[src/rtl/id_stage_hs_pkg.sv]
// Shared constants, field positions, opcode map and types for the id_stage_hs decode stage.
package id_stage_hs_pkg;

    localparam int unsigned WIDTH_DEF        = 32;
    localparam int unsigned REG_ADDR_LEN_DEF = 5;
    localparam logic [WIDTH_DEF-1:0] NOP_WORD = '0;

    // Instruction field positions; bits above 31 carry no fields.
    localparam int unsigned OPC_W   = 6;
    localparam int unsigned OPC_MSB = 31;
    localparam int unsigned OPC_LSB = 26;
    localparam int unsigned FLD_W   = 5;
    localparam int unsigned RD_MSB  = 25;
    localparam int unsigned RD_LSB  = 21;
    localparam int unsigned RS_MSB  = 20;
    localparam int unsigned RS_LSB  = 16;
    localparam int unsigned RT_MSB  = 15;
    localparam int unsigned RT_LSB  = 11;
    localparam int unsigned IMM_W   = 16;
    localparam int unsigned IMM_MSB = 15;
    localparam int unsigned IMM_LSB = 0;
    localparam int unsigned TGT_W   = 26;
    localparam int unsigned TGT_MSB = 25;
    localparam int unsigned TGT_LSB = 0;

    typedef logic [OPC_W-1:0] opcode_t;

    localparam opcode_t OP_NOP    = 6'h00;
    localparam opcode_t OP_R_TYPE = 6'h01;
    localparam opcode_t OP_I_TYPE = 6'h02;
    localparam opcode_t OP_LW     = 6'h03;
    localparam opcode_t OP_LH     = 6'h04;
    localparam opcode_t OP_LD     = 6'h05;
    localparam opcode_t OP_BRANCH = 6'h06;
    localparam opcode_t OP_SD     = 6'h07;
    localparam opcode_t OP_SH     = 6'h08;
    localparam opcode_t OP_SW     = 6'h09;
    localparam opcode_t OP_J_TYPE = 6'h0A;
    localparam opcode_t OP_HALT   = 6'h3F;

    typedef enum logic [1:0] {
        SRC_REG      = 2'd0,
        SRC_SEXT_IMM = 2'd1,
        SRC_ZEXT_TGT = 2'd2,
        SRC_ZERO     = 2'd3
    } opnd_src_e;

    typedef enum logic [1:0] {
        FLD_NONE = 2'd0,
        FLD_RD   = 2'd1,
        FLD_RS   = 2'd2,
        FLD_RT   = 2'd3
    } fld_sel_e;

    typedef enum logic [1:0] {
        ST_IDLE = 2'd0,
        ST_WAIT = 2'd1,
        ST_FULL = 2'd2
    } state_e;

    // Decoder result: which read ports are needed, where their addresses come from,
    // and how X/Y are formed.
    typedef struct packed {
        logic      need1;
        logic      need2;
        fld_sel_e  p1_sel;
        fld_sel_e  p2_sel;
        opnd_src_e x_src;
        opnd_src_e y_src;
        logic      is_halt;
    } dec_t;

endpackage

[src/rtl/id_stage_hs_if.sv]
// IF/EX handshake, register-file read ports and flush/halt signals of id_stage_hs.
// ID_BYPASS_EN adds the write-back bypass inputs wb_en/wb_addr/wb_data.
interface id_stage_hs_if #(
    parameter int unsigned WIDTH        = id_stage_hs_pkg::WIDTH_DEF,
    parameter int unsigned REG_ADDR_LEN = id_stage_hs_pkg::REG_ADDR_LEN_DEF
);
    localparam int unsigned PC_W = WIDTH - 2;

    logic                    in_valid;
    logic                    in_ready;
    logic [WIDTH-1:0]        ir_in;
    logic [PC_W-1:0]         pc_in;
    logic                    out_valid;
    logic                    out_ready;
    logic [WIDTH-1:0]        ir_out;
    logic [PC_W-1:0]         pc_out;
    logic [WIDTH-1:0]        x_out;
    logic [WIDTH-1:0]        y_out;
    logic [REG_ADDR_LEN-1:0] rd1_addr;
    logic                    rd1_en;
    logic [WIDTH-1:0]        rd1_data;
    logic                    rd1_st;
    logic [REG_ADDR_LEN-1:0] rd2_addr;
    logic                    rd2_en;
    logic [WIDTH-1:0]        rd2_data;
    logic                    rd2_st;
    logic                    is_flush;
    logic                    halted;
`ifdef ID_BYPASS_EN
    logic                    wb_en;
    logic [REG_ADDR_LEN-1:0] wb_addr;
    logic [WIDTH-1:0]        wb_data;
`endif

    modport master (
        input  in_valid, ir_in, pc_in, out_ready,
        input  rd1_data, rd1_st, rd2_data, rd2_st, is_flush,
`ifdef ID_BYPASS_EN
        input  wb_en, wb_addr, wb_data,
`endif
        output in_ready, out_valid, ir_out, pc_out, x_out, y_out,
        output rd1_addr, rd1_en, rd2_addr, rd2_en, halted
    );

    modport slave (
        output in_valid, ir_in, pc_in, out_ready,
        output rd1_data, rd1_st, rd2_data, rd2_st, is_flush,
`ifdef ID_BYPASS_EN
        output wb_en, wb_addr, wb_data,
`endif
        input  in_ready, out_valid, ir_out, pc_out, x_out, y_out,
        input  rd1_addr, rd1_en, rd2_addr, rd2_en, halted
    );

endinterface

[src/rtl/id_stage_hs_decode.sv]
// Combinational opcode decoder: read-port needs, address field selects, operand sources, HALT flag.
module id_decode
    import id_stage_hs_pkg::*;
(
    input  opcode_t opcode,
    output dec_t    dec
);

    always_comb begin
        dec.need1   = 1'b0;
        dec.need2   = 1'b0;
        dec.p1_sel  = FLD_NONE;
        dec.p2_sel  = FLD_NONE;
        dec.x_src   = SRC_ZERO;
        dec.y_src   = SRC_ZERO;
        dec.is_halt = 1'b0;
        case (opcode)
            OP_R_TYPE: begin
                dec.need1  = 1'b1;
                dec.need2  = 1'b1;
                dec.p1_sel = FLD_RS;
                dec.p2_sel = FLD_RT;
                dec.x_src  = SRC_REG;
                dec.y_src  = SRC_REG;
            end
            OP_I_TYPE, OP_LW, OP_LH, OP_LD: begin
                dec.need1  = 1'b1;
                dec.p1_sel = FLD_RS;
                dec.x_src  = SRC_REG;
                dec.y_src  = SRC_SEXT_IMM;
            end
            OP_BRANCH: begin
                dec.need1  = 1'b1;
                dec.p1_sel = FLD_RD;
                dec.x_src  = SRC_REG;
                dec.y_src  = SRC_SEXT_IMM;
            end
            OP_SD, OP_SH, OP_SW: begin
                dec.need1  = 1'b1;
                dec.need2  = 1'b1;
                dec.p1_sel = FLD_RD;
                dec.p2_sel = FLD_RS;
                dec.x_src  = SRC_REG;
                dec.y_src  = SRC_REG;
            end
            OP_J_TYPE: begin
                dec.x_src  = SRC_ZEXT_TGT;
                dec.y_src  = SRC_ZERO;
            end
            OP_HALT: begin
                dec.is_halt = 1'b1;
            end
            default: begin
            end
        endcase
    end

endmodule

[src/rtl/id_stage_hs.sv]
// Decode / operand-fetch stage with valid/ready on both sides and variable-latency register reads.
// Optional macro ID_BYPASS_EN enables the write-back bypass into operand capture.
module id_stage_hs
    import id_stage_hs_pkg::*;
#(
    parameter int unsigned WIDTH        = WIDTH_DEF,
    parameter int unsigned REG_ADDR_LEN = REG_ADDR_LEN_DEF
) (
    input  logic          clk,
    input  logic          rst_n,
    id_stage_hs_if.master bus
);

    localparam int unsigned PC_W = WIDTH - 2;
    localparam logic [WIDTH-1:0] NOP = WIDTH'(NOP_WORD);

    state_e                  state_q, state_d;
    logic [WIDTH-1:0]        ir_q, ir_d;
    logic [PC_W-1:0]         pc_q, pc_d;
    logic [WIDTH-1:0]        x_q, x_d;
    logic [WIDTH-1:0]        y_q, y_d;
    logic [REG_ADDR_LEN-1:0] a1_q, a1_d, a2_q, a2_d;
    logic                    en1_q, en1_d, en2_q, en2_d;
    logic                    hb_q, hb_d;
    logic                    halted_q, halted_d;

    opcode_t                 opc_in;
    dec_t                    dec_in;
    logic [FLD_W-1:0]        f_rd, f_rs, f_rt;
    logic [IMM_W-1:0]        f_imm;
    logic [TGT_W-1:0]        f_tgt;
    logic [WIDTH-1:0]        sext_imm, zext_tgt;
    logic [REG_ADDR_LEN-1:0] p1_addr, p2_addr;

    logic                    in_ready, accept, out_hs;
    logic                    pend1, pend2, take1, take2;
    logic [WIDTH-1:0]        data1, data2, wb_data;
    logic                    byp1_acc, byp2_acc, byp1_wait, byp2_wait;

    function automatic logic [REG_ADDR_LEN-1:0] sel_addr(
        input fld_sel_e         sel,
        input logic [FLD_W-1:0] rd,
        input logic [FLD_W-1:0] rs,
        input logic [FLD_W-1:0] rt
    );
        case (sel)
            FLD_RD:  return REG_ADDR_LEN'(rd);
            FLD_RS:  return REG_ADDR_LEN'(rs);
            FLD_RT:  return REG_ADDR_LEN'(rt);
            default: return '0;
        endcase
    endfunction

    // Decode of the instruction presented by IF.
    assign opc_in   = bus.ir_in[OPC_MSB:OPC_LSB];
    assign f_rd     = bus.ir_in[RD_MSB:RD_LSB];
    assign f_rs     = bus.ir_in[RS_MSB:RS_LSB];
    assign f_rt     = bus.ir_in[RT_MSB:RT_LSB];
    assign f_imm    = bus.ir_in[IMM_MSB:IMM_LSB];
    assign f_tgt    = bus.ir_in[TGT_MSB:TGT_LSB];
    assign sext_imm = {{(WIDTH-IMM_W){f_imm[IMM_W-1]}}, f_imm};
    assign zext_tgt = WIDTH'(f_tgt);

    id_decode u_decode (
        .opcode (opc_in),
        .dec    (dec_in)
    );

    assign p1_addr = sel_addr(dec_in.p1_sel, f_rd, f_rs, f_rt);
    assign p2_addr = sel_addr(dec_in.p2_sel, f_rd, f_rs, f_rt);

`ifdef ID_BYPASS_EN
    assign wb_data   = bus.wb_data;
    assign byp1_acc  = bus.wb_en && (p1_addr == bus.wb_addr);
    assign byp2_acc  = bus.wb_en && (p2_addr == bus.wb_addr);
    assign byp1_wait = bus.wb_en && (a1_q == bus.wb_addr);
    assign byp2_wait = bus.wb_en && (a2_q == bus.wb_addr);
`else
    assign wb_data   = '0;
    assign byp1_acc  = 1'b0;
    assign byp2_acc  = 1'b0;
    assign byp1_wait = 1'b0;
    assign byp2_wait = 1'b0;
`endif

    // Acceptance blocked during reset, flush and after HALT has left the stage.
    assign in_ready = rst_n && !halted_q && !bus.is_flush
                   && ((state_q == ST_IDLE) || ((state_q == ST_FULL) && bus.out_ready));
    assign accept   = in_ready && bus.in_valid;
    assign out_hs   = (state_q == ST_FULL) && bus.out_ready && !bus.is_flush;

    // Reads still outstanding after accept; a bypass hit satisfies the port immediately.
    assign pend1 = dec_in.need1 && !byp1_acc;
    assign pend2 = dec_in.need2 && !byp2_acc;

    // Capture in WAIT; a coincident bypass beats the register-file strobe.
    assign take1 = (state_q == ST_WAIT) && en1_q && (byp1_wait || bus.rd1_st);
    assign take2 = (state_q == ST_WAIT) && en2_q && (byp2_wait || bus.rd2_st);
    assign data1 = byp1_wait ? wb_data : bus.rd1_data;
    assign data2 = byp2_wait ? wb_data : bus.rd2_data;

    always_ff @(posedge clk) begin
        if (!rst_n) state_q <= ST_IDLE;
        else        state_q <= state_d;
    end

    always_comb begin
        state_d = state_q;
        case (state_q)
            ST_IDLE: begin
                if (accept) state_d = (pend1 || pend2) ? ST_WAIT : ST_FULL;
            end
            ST_WAIT: begin
                if ((!en1_q || take1) && (!en2_q || take2)) state_d = ST_FULL;
            end
            ST_FULL: begin
                if (bus.out_ready) begin
                    if (accept) state_d = (pend1 || pend2) ? ST_WAIT : ST_FULL;
                    else        state_d = ST_IDLE;
                end
            end
            default: state_d = ST_IDLE;
        endcase
        if (bus.is_flush) state_d = ST_IDLE;
    end

    always_comb begin
        ir_d     = ir_q;
        pc_d     = pc_q;
        x_d      = x_q;
        y_d      = y_q;
        a1_d     = a1_q;
        a2_d     = a2_q;
        en1_d    = en1_q;
        en2_d    = en2_q;
        hb_d     = hb_q;
        halted_d = halted_q || (out_hs && hb_q);

        if (take1) begin
            x_d   = data1;
            en1_d = 1'b0;
        end
        if (take2) begin
            y_d   = data2;
            en2_d = 1'b0;
        end

        if (accept) begin
            ir_d  = bus.ir_in;
            pc_d  = bus.pc_in;
            a1_d  = p1_addr;
            a2_d  = p2_addr;
            en1_d = pend1;
            en2_d = pend2;
            hb_d  = dec_in.is_halt;
            case (dec_in.x_src)
                SRC_REG:      x_d = byp1_acc ? wb_data : '0;
                SRC_SEXT_IMM: x_d = sext_imm;
                SRC_ZEXT_TGT: x_d = zext_tgt;
                default:      x_d = '0;
            endcase
            case (dec_in.y_src)
                SRC_REG:      y_d = byp2_acc ? wb_data : '0;
                SRC_SEXT_IMM: y_d = sext_imm;
                SRC_ZEXT_TGT: y_d = zext_tgt;
                default:      y_d = '0;
            endcase
        end

        if (bus.is_flush) begin
            ir_d  = NOP;
            pc_d  = '0;
            x_d   = '0;
            y_d   = '0;
            en1_d = 1'b0;
            en2_d = 1'b0;
            hb_d  = 1'b0;
        end
    end

    always_ff @(posedge clk) begin
        if (!rst_n) begin
            ir_q     <= NOP;
            pc_q     <= '0;
            x_q      <= '0;
            y_q      <= '0;
            a1_q     <= '0;
            a2_q     <= '0;
            en1_q    <= 1'b0;
            en2_q    <= 1'b0;
            hb_q     <= 1'b0;
            halted_q <= 1'b0;
        end else begin
            ir_q     <= ir_d;
            pc_q     <= pc_d;
            x_q      <= x_d;
            y_q      <= y_d;
            a1_q     <= a1_d;
            a2_q     <= a2_d;
            en1_q    <= en1_d;
            en2_q    <= en2_d;
            hb_q     <= hb_d;
            halted_q <= halted_d;
        end
    end

    assign bus.in_ready  = in_ready;
    assign bus.out_valid = (state_q == ST_FULL);
    assign bus.ir_out    = ir_q;
    assign bus.pc_out    = pc_q;
    assign bus.x_out     = x_q;
    assign bus.y_out     = y_q;
    assign bus.rd1_addr  = a1_q;
    assign bus.rd1_en    = en1_q;
    assign bus.rd2_addr  = a2_q;
    assign bus.rd2_en    = en2_q;
    assign bus.halted    = halted_q;

endmodule

[src/flat_wrapper.sv]
// flat-port wrapper written by rule: the top's interface ports become plain ports
module id_stage_hs_flat import id_stage_hs_pkg::*;
#(
    parameter int unsigned WIDTH        = WIDTH_DEF,
    parameter int unsigned REG_ADDR_LEN = REG_ADDR_LEN_DEF
)
  (clk, rst_n, bus_in_valid, bus_ir_in, bus_pc_in, bus_out_ready, bus_rd1_data, bus_rd1_st, bus_rd2_data, bus_rd2_st, bus_is_flush, bus_in_ready, bus_out_valid, bus_ir_out, bus_pc_out, bus_x_out, bus_y_out, bus_rd1_addr, bus_rd1_en, bus_rd2_addr, bus_rd2_en, bus_halted);
  id_stage_hs_if #(.WIDTH(WIDTH), .REG_ADDR_LEN(REG_ADDR_LEN)) bus_i ();
  input  logic clk;
  input  logic rst_n;
  input wire logic [$bits(bus_i.in_valid)-1:0] bus_in_valid;
  input wire logic [$bits(bus_i.ir_in)-1:0] bus_ir_in;
  input wire logic [$bits(bus_i.pc_in)-1:0] bus_pc_in;
  input wire logic [$bits(bus_i.out_ready)-1:0] bus_out_ready;
  input wire logic [$bits(bus_i.rd1_data)-1:0] bus_rd1_data;
  input wire logic [$bits(bus_i.rd1_st)-1:0] bus_rd1_st;
  input wire logic [$bits(bus_i.rd2_data)-1:0] bus_rd2_data;
  input wire logic [$bits(bus_i.rd2_st)-1:0] bus_rd2_st;
  input wire logic [$bits(bus_i.is_flush)-1:0] bus_is_flush;
  output wire logic [$bits(bus_i.in_ready)-1:0] bus_in_ready;
  output wire logic [$bits(bus_i.out_valid)-1:0] bus_out_valid;
  output wire logic [$bits(bus_i.ir_out)-1:0] bus_ir_out;
  output wire logic [$bits(bus_i.pc_out)-1:0] bus_pc_out;
  output wire logic [$bits(bus_i.x_out)-1:0] bus_x_out;
  output wire logic [$bits(bus_i.y_out)-1:0] bus_y_out;
  output wire logic [$bits(bus_i.rd1_addr)-1:0] bus_rd1_addr;
  output wire logic [$bits(bus_i.rd1_en)-1:0] bus_rd1_en;
  output wire logic [$bits(bus_i.rd2_addr)-1:0] bus_rd2_addr;
  output wire logic [$bits(bus_i.rd2_en)-1:0] bus_rd2_en;
  output wire logic [$bits(bus_i.halted)-1:0] bus_halted;
  assign bus_i.in_valid = bus_in_valid;
  assign bus_i.ir_in = bus_ir_in;
  assign bus_i.pc_in = bus_pc_in;
  assign bus_i.out_ready = bus_out_ready;
  assign bus_i.rd1_data = bus_rd1_data;
  assign bus_i.rd1_st = bus_rd1_st;
  assign bus_i.rd2_data = bus_rd2_data;
  assign bus_i.rd2_st = bus_rd2_st;
  assign bus_i.is_flush = bus_is_flush;
  assign bus_in_ready = bus_i.in_ready;
  assign bus_out_valid = bus_i.out_valid;
  assign bus_ir_out = bus_i.ir_out;
  assign bus_pc_out = bus_i.pc_out;
  assign bus_x_out = bus_i.x_out;
  assign bus_y_out = bus_i.y_out;
  assign bus_rd1_addr = bus_i.rd1_addr;
  assign bus_rd1_en = bus_i.rd1_en;
  assign bus_rd2_addr = bus_i.rd2_addr;
  assign bus_rd2_en = bus_i.rd2_en;
  assign bus_halted = bus_i.halted;
  id_stage_hs #(.WIDTH(WIDTH), .REG_ADDR_LEN(REG_ADDR_LEN)) u_core (.clk(clk), .rst_n(rst_n), .bus(bus_i));
endmodule
[config.mk]
export PLATFORM = sky130hd
export DESIGN_NAME = id_stage_hs_flat
export DESIGN_NICKNAME = d
export VERILOG_FILES = /design/src/rtl/id_stage_hs_pkg.sv /design/src/rtl/id_stage_hs_if.sv /design/src/rtl/id_stage_hs_decode.sv /design/src/rtl/id_stage_hs.sv /design/src/flat_wrapper.sv
export SDC_FILE = /design/constraint.sdc
export NUM_CORES = 1
export LEC_CHECK = 0
export CELL_PAD_IN_SITES_DETAIL_PLACEMENT = 0
export CELL_PAD_IN_SITES_GLOBAL_PLACEMENT = 1
export CORE_MARGIN = 3
export CORE_UTILIZATION = 33
export CTS_BUF_LIST = sky130_fd_sc_hd__clkbuf_8
export DETAILED_ROUTE_END_ITERATION = 7
export GPL_TIMING_DRIVEN = 0
export PLACE_DENSITY_LB_ADDON = 0.15
export SYNTH_ARGS = -nofsm -noshare
export SYNTH_HDL_FRONTEND = slang
export SYNTH_SLANG_ARGS = --single-unit
[constraint.sdc]
create_clock -name clk -period 5.1 [get_ports clk]
set_input_delay 1.02 -clock clk [delete_from_list [all_inputs] [get_ports clk]]
set_output_delay 1.02 -clock clk [all_outputs]
set_load 0.005 [all_outputs]
Word-level counts from Yosys, hierarchy flattened
Cells that the tools add are included.

storage, ports and cells
  register bits = 142
  output and inout bits = 141

operators by class
  reduce and logical (&&, ||, !) cells = 32
  equality and inequality tests = 26
  bitwise operators = 1
  muxes and demuxes = 24

operators by type and width
  cell                number
  $mux 32             4
  $pmux 32 s2         2
  $pmux 5 s3          2
  $eq 6x3->1 const B  4
  $eq 6x4->1 const B  3
  $eq 2x2->1 const B  7
  $eq 6x2->1 const B  2
  $logic_and 1x1->1   12
  $pmux 4 s3          1
  $eq 2x1->1 const B  5
  $mux 2              5
  $reduce_or 5->1     2
  $reduce_or 9->1     1
  $pmux 2 s2          2
  $reduce_or 4->1     2
  $mux 1              7
  $eq 6x1->1 const B  1
  $eq 6x6->1 const B  1
  $pmux 2 s3          1
  $logic_or 1x1->1    5
  $logic_not 1->1     4
  $ne 2x2->1 const B  2
  $reduce_bool 2->1   2
  $reduce_and 3->1    1
  other kinds (5)     5

Logic depth before layout (Yosys ltp)
Gate-level depths: netlist (run 1).

  depth in word-level cells = 8
  gate-level depth with buffers = 7
  depth with buffers taken out = 4

Hierarchy
A second synthesis (run 1) with hierarchy kept.

unflattened totals
  cell total of the unflattened synthesis = 748
  area total of the unflattened synthesis = 7,169.4 µm²

by module, submodules not included
  module       area an instance (µm²)  sequential area each (µm²)  cells each  instances
  id_stage_hs  7,009.2                 2,842.7                     724         1
  id_decode    160.2                   0.0                         24          1

Least setup slack after synthesis (run 1)
No wires, ideal clock.

  path kind = input to output
  start = input port bus_is_flush
  end = output port bus_in_ready
  path slack = 2.351 ns
  required time = 4.080 ns
  arrival = 1.729 ns
  cell stages on the path = 3
  path through = nand2b_1 clkbuf_1 nor4b_1

between the ends
  word-level cells in the longest chain between the ends = 3

ends and longest elaborated chain
  element             line                text
  start: declaration  flat_wrapper.sv:19  input wire logic [$bits(bus_i.is_flush)-1:0] bus_is_flush;
  $logic_not 1->1     id_stage_hs.sv:87   assign in_ready = rst_n && !halted_q && !bus.is_flush
  $logic_and 1x1->1   id_stage_hs.sv:87
  $logic_and 1x1->1   id_stage_hs.sv:88   && ((state_q == ST_IDLE) || ((state_q == ST_FULL) && bus.out_ready));
  end: declaration    flat_wrapper.sv:20  output wire logic [$bits(bus_i.in_ready)-1:0] bus_in_ready;

Every way passes these cells.

Worst setup path in the final report (run 1)
  start = input port rst_n
  end = output port bus_in_ready

between the ends
  word-level cells in the longest chain between the ends = 3

ends and longest elaborated chain
  element                         line                text
  start: declaration              flat_wrapper.sv:10  input logic rst_n;
  $logic_and 1x1->1 (2 in a row)  id_stage_hs.sv:87
  $logic_and 1x1->1               id_stage_hs.sv:88

Every way passes these cells.

==> results.txt, run 1 <==
P_int -> 1915 µW
Post-layout net count -> 1,031
Setup Crit Path Kind -> in2out
Distinct cells, synth -> 47
Area after DPL -> 8762 µm²
TritonCTS Buffers -> 17
CP max stage cell -> clkdlybuf4s50_1
# IOs -> 274
# rows -> 47
NetSw -> 533.4 µW
Hold Crit Class -> reg2reg
IO Port Bufs -> 271
Pwr dens -> 265.0 nW/µm²
Crit. End Element -> output pin
CTS Root Cell -> clkbuf_8
Slowest stage delay, CP -> 0.66 ns
Register area share after synthesis -> 49.23%
Fill count -> 1,539
Leading area contributor after synthesis -> dfxtp_1
Post-Synth Simple-Gate Area -> 16.10%
Core area -> 16,880 µm²
Clk sinks -> 142
GRT Total Usage -> 20.19%
Starting Density -> 34.21%
Fin Hold WS -> 0.4572 ns
Final setup viols -> 0
Reg power frac -> 46.2%
Post-Synth Adder-Cell Area -> 0%
DRT iter0 DRCs -> 225
Tmin final -> 4.117 ns
Vias in the first global route -> 5,600
Dominant combinational cell family by area after synthesis -> compound AO/OA/AOI/OAI gates
Largest cells by area after synthesis -> dfxtp_1 49%, nand2_1 8.6%, a21oi_1 6.2%
Sum Neg Setup Slack -> 0 ns
Asr flop ratio synth -> 0%
Mean Syn Cell Area -> 9.497 µm²
Buf/Inv on CP -> 3
Antenna violations before repair -> 0
Total wire length -> 19.65 mm
YS warnings -> 0
Design area -> 9241 µm²
Area share of the largest cell type after synthesis -> 49.23%
Post_cts resized -> 0
Die width -> 138.3 µm
Post-synthesis mux area share -> 8.472%
Largest net degree at the start of global routing -> 17
Clock Pin Slew Worst Setup and Hold Paths -> 0.08 ns
Switching portion of total power -> 21.78%
Maximum vdd ir drop -> 172.8 µV
Delay-heaviest family, CP -> buffers and inverters
Startpoint types -> input port
CP required -> 4.08 ns
Max Root-Sink Buffers -> 2
Hold Buf Count CTS -> 0
Status -> complete, no violations
Yosys reg bits -> 142
Area share of xor/xnor cells in the synthesized design -> 0%
Area Growth Syn to Fin -> 60.04%
Htree depth -> 4
Gpl congestion -> 0.8256
Final ANT Viol Nets -> 0
Final Slew Violations -> 0
Vias per cell -> 4.897
Syn Nets -> 741
Post-synth EDFFs -> 0
RSZ-0062 raised after global routing -> no
Mapped Area -> 5774 µm²
Top_reg_cell synth -> dfxtp_1
TritonCTS clock tree -> done
Max-capacitance violation count -> 0
Die Span Y -> 138.3 µm
Layout Cells excl Fill -> 1,130
DP Wirelength -> 15.43 mm
First-pass iteration count of the detailed router -> 4
Complex-gate fraction of the synthesized area -> 21.21%
Crit path DAT -> 3.10 ns
Hold Fails Final Rpt -> 0
First-pass GRT wire length -> 30.93 mm
Crit-path max FO -> 10
Routed vias -> 5,534
Leakage -> 0.003452 µW
# DRC -> 0
Inst Count DP -> 1,099
Gr ovfl total -> 0
Post-CTS setup buffers -> 0
CP Cell Sequence -> clkdlybuf4s50_1 -> nand2b_1 -> clkbuf_1 -> nor4b_1 -> clkdlybuf4s50_1
Final period utilization -> 80.73%
Clock skew -> 0.01305 ns
Slew HR -> 49.76%
Combinational power share -> 9.9%
Cells after Synth -> 608
DR WL/cell -> 17.38 µm
Clk network pwr share -> 43.9%
Die area -> 19,120 µm²
Layout cells sized above 1 -> 10.88%
Clk Latency, worst-skew pair -> 0.44 ns
Crit path top cell by count -> clkdlybuf4s50_1
# diodes -> 0
Pwr Total -> 2449 µW
Fmax -> 242.9 MHz
Worst-Margin Slew -> 0.7536 ns
==> worst register-to-register path, cell delays in order (launching register included) <==
cell	delay, ns
dfxtp_1	0.39
nor2b_1	0.23
nand3_1	0.48
clkbuf_1	0.49
mux2i_1	0.31
o2bb2ai_2	0.08
==> logic make-up (layout without fill, tap and decap cells) <==
family                 after synthesis  after routing
AND/OR/NAND/NOR                    201            201
flip-flops                         142            142
AO/OA/AOI/OAI                      163            163
multiplexers                        47             47
buffers and inverters               55            357
==> registers in the layout (all words and copies together), names as in the netlist <==
| signal | cells |
|---|---|
| u_core.bus.rd2_en | 1 |
| u_core.bus.ir_out | 32 |
| u_core.state_q | 2 |
| u_core.bus.rd1_en | 1 |
| u_core.hb_q | 1 |
| u_core.bus.y_out | 32 |
| u_core.bus.pc_out | 30 |
| u_core.bus.halted | 1 |
| u_core.bus.rd1_addr | 5 |
| u_core.bus.rd2_addr | 5 |
| u_core.bus.x_out | 32 |
==> routing by layer <==
layer / part of all wire [%] / GRT usage (%)
met4: 1.9 / 7.228
met1: 42 / 24.19
met5: 0 / 0
met3: 6.6 / 5.801
met2: 50 / 34.56
==> placed cells by master, fill, tap and decap left out, drive strengths merged, types with 2 or more instances in the layout <==
cell type / count
a31oi: 5
o21ai: 6
and3: 5
o2bb2ai: 26
a21oi: 71
nand4: 5
clkdlybuf4s50: 271
or2: 2
nor4: 2
mux2: 15
inv: 8
clkinv: 3
o21a: 18
mux2i: 32
dfxtp: 142
nor3: 3
nor4b: 3
nand3: 25
nand2b: 3
nand2: 132
a22o: 27
nor2: 14
bufinv: 6
a221oi: 5
clkbuf: 36
buf: 32
==> per-stage QoR <==
stage / util (%) / worst slack (ns)
2_1_floorplan: - / 2.351
3_3_place_gp: 51.92 / 0.9493
3_5_place_dp: 51.92 / 0.9224
4_1_cts: 54.76 / 0.9189
5_1_grt: 54.76 / 0.8130
6_report: 54.76 / 0.9828
==> cell type report <==
type	count	area, µm²	share of cell area, %
Sequential cell	142	2843	30.76
Timing Repair Buffer	271	2713	29.35
Multi-Input combinational cell	411	2644	28.61
Tap cell	220	275.3	2.979
Buffer	49	265.3	2.870
Clock buffer	19	261.5	2.830
Clock inverter	12	217.7	2.356
Inverter	6	22.52	0.2437
==> final timing paths <==
check / cells after the start / startpoint / to / slack [ns]
worst max register to register: 5 / u_core.state_q[0] / u_core.bus.x_out[23] / 3.02
worst max-delay path: 5 / rst_n / bus_in_ready / 0.98
worst min-delay path: 2 / u_core.bus.pc_out[26] / u_core.bus.pc_out[26] / 0.46
worst min register to register: 2 / u_core.bus.pc_out[26] / u_core.bus.pc_out[26] / 0.46
==> power by group through the flow <==
stage	Combinational [µW]	Sequential, µW	Clock [µW]
2_1_floorplan	68.2	1160	0
6_report	242	1130	1070
5_1_grt	261	1130	1150
4_1_cts	245	1130	1100
3_5_place_dp	243	1160	0
3_3_place_gp	241	1160	0
==> cell usage after synthesis, types with 2 or more instances <==
master	count
o2bb2ai_1	6
o2bb2ai_2	20
buf_4	2
or2_1	2
inv_1	5
buf_6	4
nor3_1	3
a22o_1	27
nor2_1	13
dfxtp_1	142
mux2i_1	32
buf_2	22
buf_1	3
o21ai_1	5
nand2b_1	3
and3_1	5
o21a_1	18
a31oi_1	5
nand3_1	24
mux2_2	15
clkbuf_1	17
nand4_1	5
a21oi_1	71
nand2_1	132
a221oi_1	5
No activity file was read; power rests on OpenSTA's default activity.
==> inputs of run 2 (changes only) <==
- CORE_UTILIZATION: 33 -> 30
- clock period: 5.1 -> 3.9 ns (I/O delays scaled with it)
==> results.txt, run 2 (synthesized netlist as in run 1, its figures left out) <==
Status -> complete, no violations
RSZ-0062 raised after global routing -> no
Seq. cell area -> 2843 µm²
Fmax -> 272.8 MHz
Setup Crit Path Kind -> in2out
R2R Setup Slk -> 1.85 ns
Tmin final -> 3.666 ns
Die area -> 20,950 µm²
Commonest non-fill, non-tap cell in the layout -> clkdlybuf4s50_1
Post_cts resized -> 0
Inst Count DP -> 1,139
Total wire length -> 20.47 mm
# rows -> 50
DP Wirelength -> 16.08 mm
Reg power frac -> 50.8%
Fin util -> 48.76%
Reg2reg end -> u_core.bus.x_out[23]
R2R cell count -> 5
CP Cell Sequence -> clkdlybuf4s50_1 -> nand2b_1 -> clkbuf_1 -> nor4b_1 -> clkdlybuf4s50_1
Final ANT Viol Nets -> 0
NetSw -> 743.0 µW
Post-layout net count -> 1,031
Clock skew -> 0.009325 ns
CP max stage cell -> clkdlybuf4s50_1
Fill count -> 1,822
Post-CTS setup buffers -> 0
Largest net degree at the start of global routing -> 17
Worst-Margin Slew -> 0.7707 ns
Fin Hold WS -> 0.4579 ns
Layout Cells excl Fill -> 1,171
TritonCTS clock tree -> done
# IOs -> 274
Max Root-Sink Buffers -> 2
Clk network pwr share -> 38.3%
Hold Fails Final Rpt -> 0
Htree depth -> 4
Pwr dens -> 317.3 nW/µm²
Worst setup path endpoint -> bus_in_ready
CTS Root Cell -> clkbuf_8
First-pass GRT wire length -> 30.49 mm
Starting Density -> 30.66%
Hold Buf Count CTS -> 0
Final period utilization -> 94.01%
Clk Latency, worst-skew pair -> 0.44 ns
Slew HR -> 48.62%
Startpoint types -> input port
Crit path DAT -> 2.89 ns
First-pass iteration count of the detailed router -> 7
Hold Crit Class -> reg2reg
DR WL/cell -> 17.48 µm
# DRC -> 0
TritonCTS Buffers -> 17
Clk sinks -> 142
Gpl congestion -> 0.7766
Crit path top cell by count -> clkdlybuf4s50_1
Crit. End Element -> output pin
Final Slew Violations -> 0
Antenna violations before repair -> 0
Max-capacitance violation count -> 0
Crit-path max FO -> 10
Leakage -> 0.003386 µW
Final setup viols -> 0
Core area -> 18,830 µm²
Area Growth Syn to Fin -> 59.00%
Routed vias -> 5,534
Vias in the first global route -> 5,548
Vias per cell -> 4.726
Layout cells sized above 1 -> 11.09%
Slowest stage delay, CP -> 0.68 ns
Multi-input combinational cell area -> 2644 µm²
Die Span Y -> 144.7 µm
Critical Path Source -> rst_n
Pwr Total -> 2913 µW
Most frequent cells in the layout -> 271 x clkdlybuf4s50_1, 142 x dfxtp_1, 132 x nand2_1
Worst r2r src -> u_core.state_q[0]
GRT Total Usage -> 18.94%
CP required -> 3.12 ns
Sum Neg Setup Slack -> 0 ns
Clock Pin Slew Worst Setup and Hold Paths -> 0.08 ns
DRT iter0 DRCs -> 296
P_int -> 2170 µW
Switching portion of total power -> 25.51%
Combinational power share -> 10.9%
# diodes -> 0
IO Port Bufs -> 271
Gr ovfl total -> 0
Die width -> 144.7 µm
Maximum vdd ir drop -> 179.9 µV
==> run 2: worst min-delay path by stage <==
stage	start	to	slack, ns	cells past startpoint
after floorplan	u_core.hb_q	u_core.hb_q	0.44	2
after global placement	u_core.bus.pc_out[14]	u_core.bus.pc_out[14]	0.44	2
after detailed placement	u_core.bus.pc_out[10]	u_core.bus.pc_out[10]	0.45	2
after CTS	u_core.bus.pc_out[27]	u_core.bus.pc_out[27]	0.46	2
after global routing	u_core.bus.pc_out[6]	u_core.bus.pc_out[6]	0.48	2
final	u_core.bus.pc_out[13]	u_core.bus.pc_out[13]	0.46	2
==> run 2: metal layers <==
layer  vias to the layer above  part of all wire (%)  track usage, %  routed length [µm]
met1                      2597                    40           21.52                8136
met3                        17                   7.9           5.915                1611
met4                         0                   1.8           6.480                 369
met2                       185                    51           33.63               10360
met5                         -                     0               0                   0
li1                       2735                     -               -                   -
==> run 2: layout make-up <==
cell class / instances / share of cell area [%]
flip-flops and latches: 142 / 30.96
repair buffers: 271 / 29.54
well taps: 260 / 3.543
inverters: 6 / 0.2453
clock buffers: 18 / 2.698
multi-input cells: 411 / 28.80
clock inverters: 14 / 1.322
plain buffers: 49 / 2.889
==> run 2: critical path, delay by kind of cell <==
family                 cells  cell delay (ns)
buffers and inverters      3             1.56
AND/OR/NAND/NOR            2             0.54
==> run 2: power by group through the flow <==
stage | Combinational [µW] | Clock (µW) | Sequential [µW]
floorplan | 89.2 | 0 | 1510
global placement | 317 | 0 | 1510
detailed placement | 320 | 0 | 1510
CTS | 322 | 1160 | 1480
global route | 342 | 1220 | 1480
finish | 318 | 1120 | 1480
==> run 2: metrics by stage <==
stage	setup WS, ns	area, µm²
6_report	0.2337	9181
3_5_place_dp	0.2005	8812
5_1_grt	0.03392	9181
2_1_floorplan	1.631	5774
4_1_cts	0.1782	9181
3_3_place_gp	0.2095	8812
==> inputs of run 3 (changes only) <==
--- a/constraint.sdc
+++ b/constraint.sdc
@@ -3,2 +3,2 @@
 set_output_delay 0.78 -clock clk [all_outputs]
-set_load 0.005 [all_outputs]
+set_load 0.05 [all_outputs]
==> results.txt, run 3 (synthesized netlist as in run 1, its figures left out) <==
DRT iter0 DRCs -> 296
Maximum vdd ir drop -> 180.2 µV
Layout cells sized above 1 -> 11.09%
# IOs -> 274
Total wire length -> 20.47 mm
Tmin final -> 3.659 ns
Vias per cell -> 4.731
DP Wirelength -> 16.08 mm
Reg power frac -> 49.6%
NetSw -> 812.5 µW
CP max stage cell -> clkdlybuf4s50_1
CP Cell Sequence -> clkdlybuf4s50_1 -> nand2b_1 -> clkbuf_1 -> nor4b_1 -> dlygate4sd2_1
Max-capacitance violation count -> 0
Clk Latency, worst-skew pair -> 0.44 ns
Final Slew Violations -> 0
DR WL/cell -> 17.48 µm
Crit path DAT -> 2.88 ns
Area Growth Syn to Fin -> 58.98%
Fmax -> 273.3 MHz
Worst-Margin Slew -> 0.7723 ns
Pwr Total -> 2982 µW
Core area -> 18,830 µm²
# DRC -> 0
Max Root-Sink Buffers -> 2
# rows -> 50
First-pass iteration count of the detailed router -> 7
Gpl congestion -> 0.7766
Die area -> 20,950 µm²
TritonCTS clock tree -> done
Commonest non-fill, non-tap cell in the layout -> clkdlybuf4s50_1
CP required -> 3.12 ns
Buf/Inv on CP -> 3
Startpoint types -> input port
Pwr dens -> 324.8 nW/µm²
Crit-path max FO -> 10
Post-layout net count -> 1,031
Fin util -> 48.75%
Slew HR -> 48.51%
Starting Density -> 30.66%
Clock skew -> 0.009747 ns
Clk sinks -> 142
Final period utilization -> 93.83%
Vias in the first global route -> 5,548
Final setup viols -> 0
Clk network pwr share -> 37.4%
Crit. End Element -> output pin
GRT Total Usage -> 18.94%
Switching portion of total power -> 27.25%
Status -> complete, no violations
Leakage -> 0.003389 µW
Gr ovfl total -> 0
First-pass GRT wire length -> 30.49 mm
CTS Root Cell -> clkbuf_8
Clock Pin Slew Worst Setup and Hold Paths -> 0.08 ns
Delay-heaviest family, CP -> buffers and inverters
IO Port Bufs -> 271
Final ANT Viol Nets -> 0
Die width -> 144.7 µm
Antenna violations before repair -> 0
# diodes -> 0
Slowest stage delay, CP -> 0.68 ns
Die Span Y -> 144.7 µm
Most frequent cells in the layout -> 270 x clkdlybuf4s50_1, 142 x dfxtp_1, 132 x nand2_1
Setup Crit Path Kind -> in2out
P_int -> 2169 µW
TritonCTS Buffers -> 17
Hold Crit Class -> reg2reg
Largest net degree at the start of global routing -> 17
Routed vias -> 5,540
Combinational power share -> 13.0%
Htree depth -> 4
Hold Fails Final Rpt -> 0
RSZ-0062 raised after global routing -> no
## run 3: worst register-to-register path: stages (launching register included)
cell and delay, ns:
dfxtp_1 0.41, nor2b_1 0.24, nand3_1 0.45, clkbuf_1 0.49, mux2i_1 0.29, o2bb2ai_2 0.08
## run 3: final cells by class
cell class | count | area, µm²
buffer | 49 | 265.3
clock buffer | 18 | 247.7
clock inverter | 14 | 121.4
fill | 1823 | 9651
inverter | 6 | 22.52
multi-input combinational | 411 | 2644
sequential | 142 | 2843
tap | 260 | 325.3
timing repair buffer | 271 | 2711
## run 3: path summary, 6_finish.rpt
kind,from,to,slack (ns),cells past startpoint
setup / recovery,rst_n,bus_in_ready,0.24,5
hold / removal,u_core.bus.pc_out[13],u_core.bus.pc_out[13],0.46,2
setup reg to reg,u_core.state_q[0],u_core.bus.x_out[23],1.85,5
hold reg to reg,u_core.bus.pc_out[13],u_core.bus.pc_out[13],0.46,2
## run 3: power by group through the flow
stage | registers [µW] | logic [µW] | clock network [µW]
2_1_floorplan | 1580 | 91.8 | 0
3_3_place_gp | 1510 | 386 | 0
3_5_place_dp | 1510 | 388 | 0
4_1_cts | 1480 | 390 | 1160
5_1_grt | 1480 | 410 | 1220
6_report | 1480 | 386 | 1120
## run 3: through the flow
| stage | hold WS (ns) | TNS [ns] | cell area [µm²] | setup WS (ns) | instances |
|---|---|---|---|---|---|
| after floorplan | 0.4366 | 0 | 5774 | 0.2916 | 608 |
| after global placement | 0.4434 | -0.09089 | 8812 | -0.09089 | 1139 |
| after detailed placement | 0.4484 | -0.09995 | 8812 | -0.09995 | 1139 |
| after CTS | 0.4609 | 0 | 9180 | 0.1857 | 1171 |
| after global routing | 0.4762 | 0 | 9180 | 0.04938 | 1171 |
| final | 0.4579 | 0 | 9180 | 0.2405 | 1171 |
## run 3: timing repair
| action | 4_1_cts | 5_1_grt |
|---|---|---|
| endpoints found under the setup margin | 1 | 0 |
| buffers inserted | 0 | 0 |
| hold buffers | 0 | 0 |
| gates resized for setup | 1 | 0 |
## run 3: metal layers
layer | GRT usage (%) | wire length (µm) | vias up | part of all wire, %
met1 | 21.52 | 8141 | 2600 | 40
met4 | 6.480 | 399 | 0 | 1.9
met2 | 33.63 | 10310 | 185 | 50
li1 | - | - | 2735 | -
met5 | 0 | 0 | - | 0
met3 | 5.915 | 1614 | 20 | 7.9
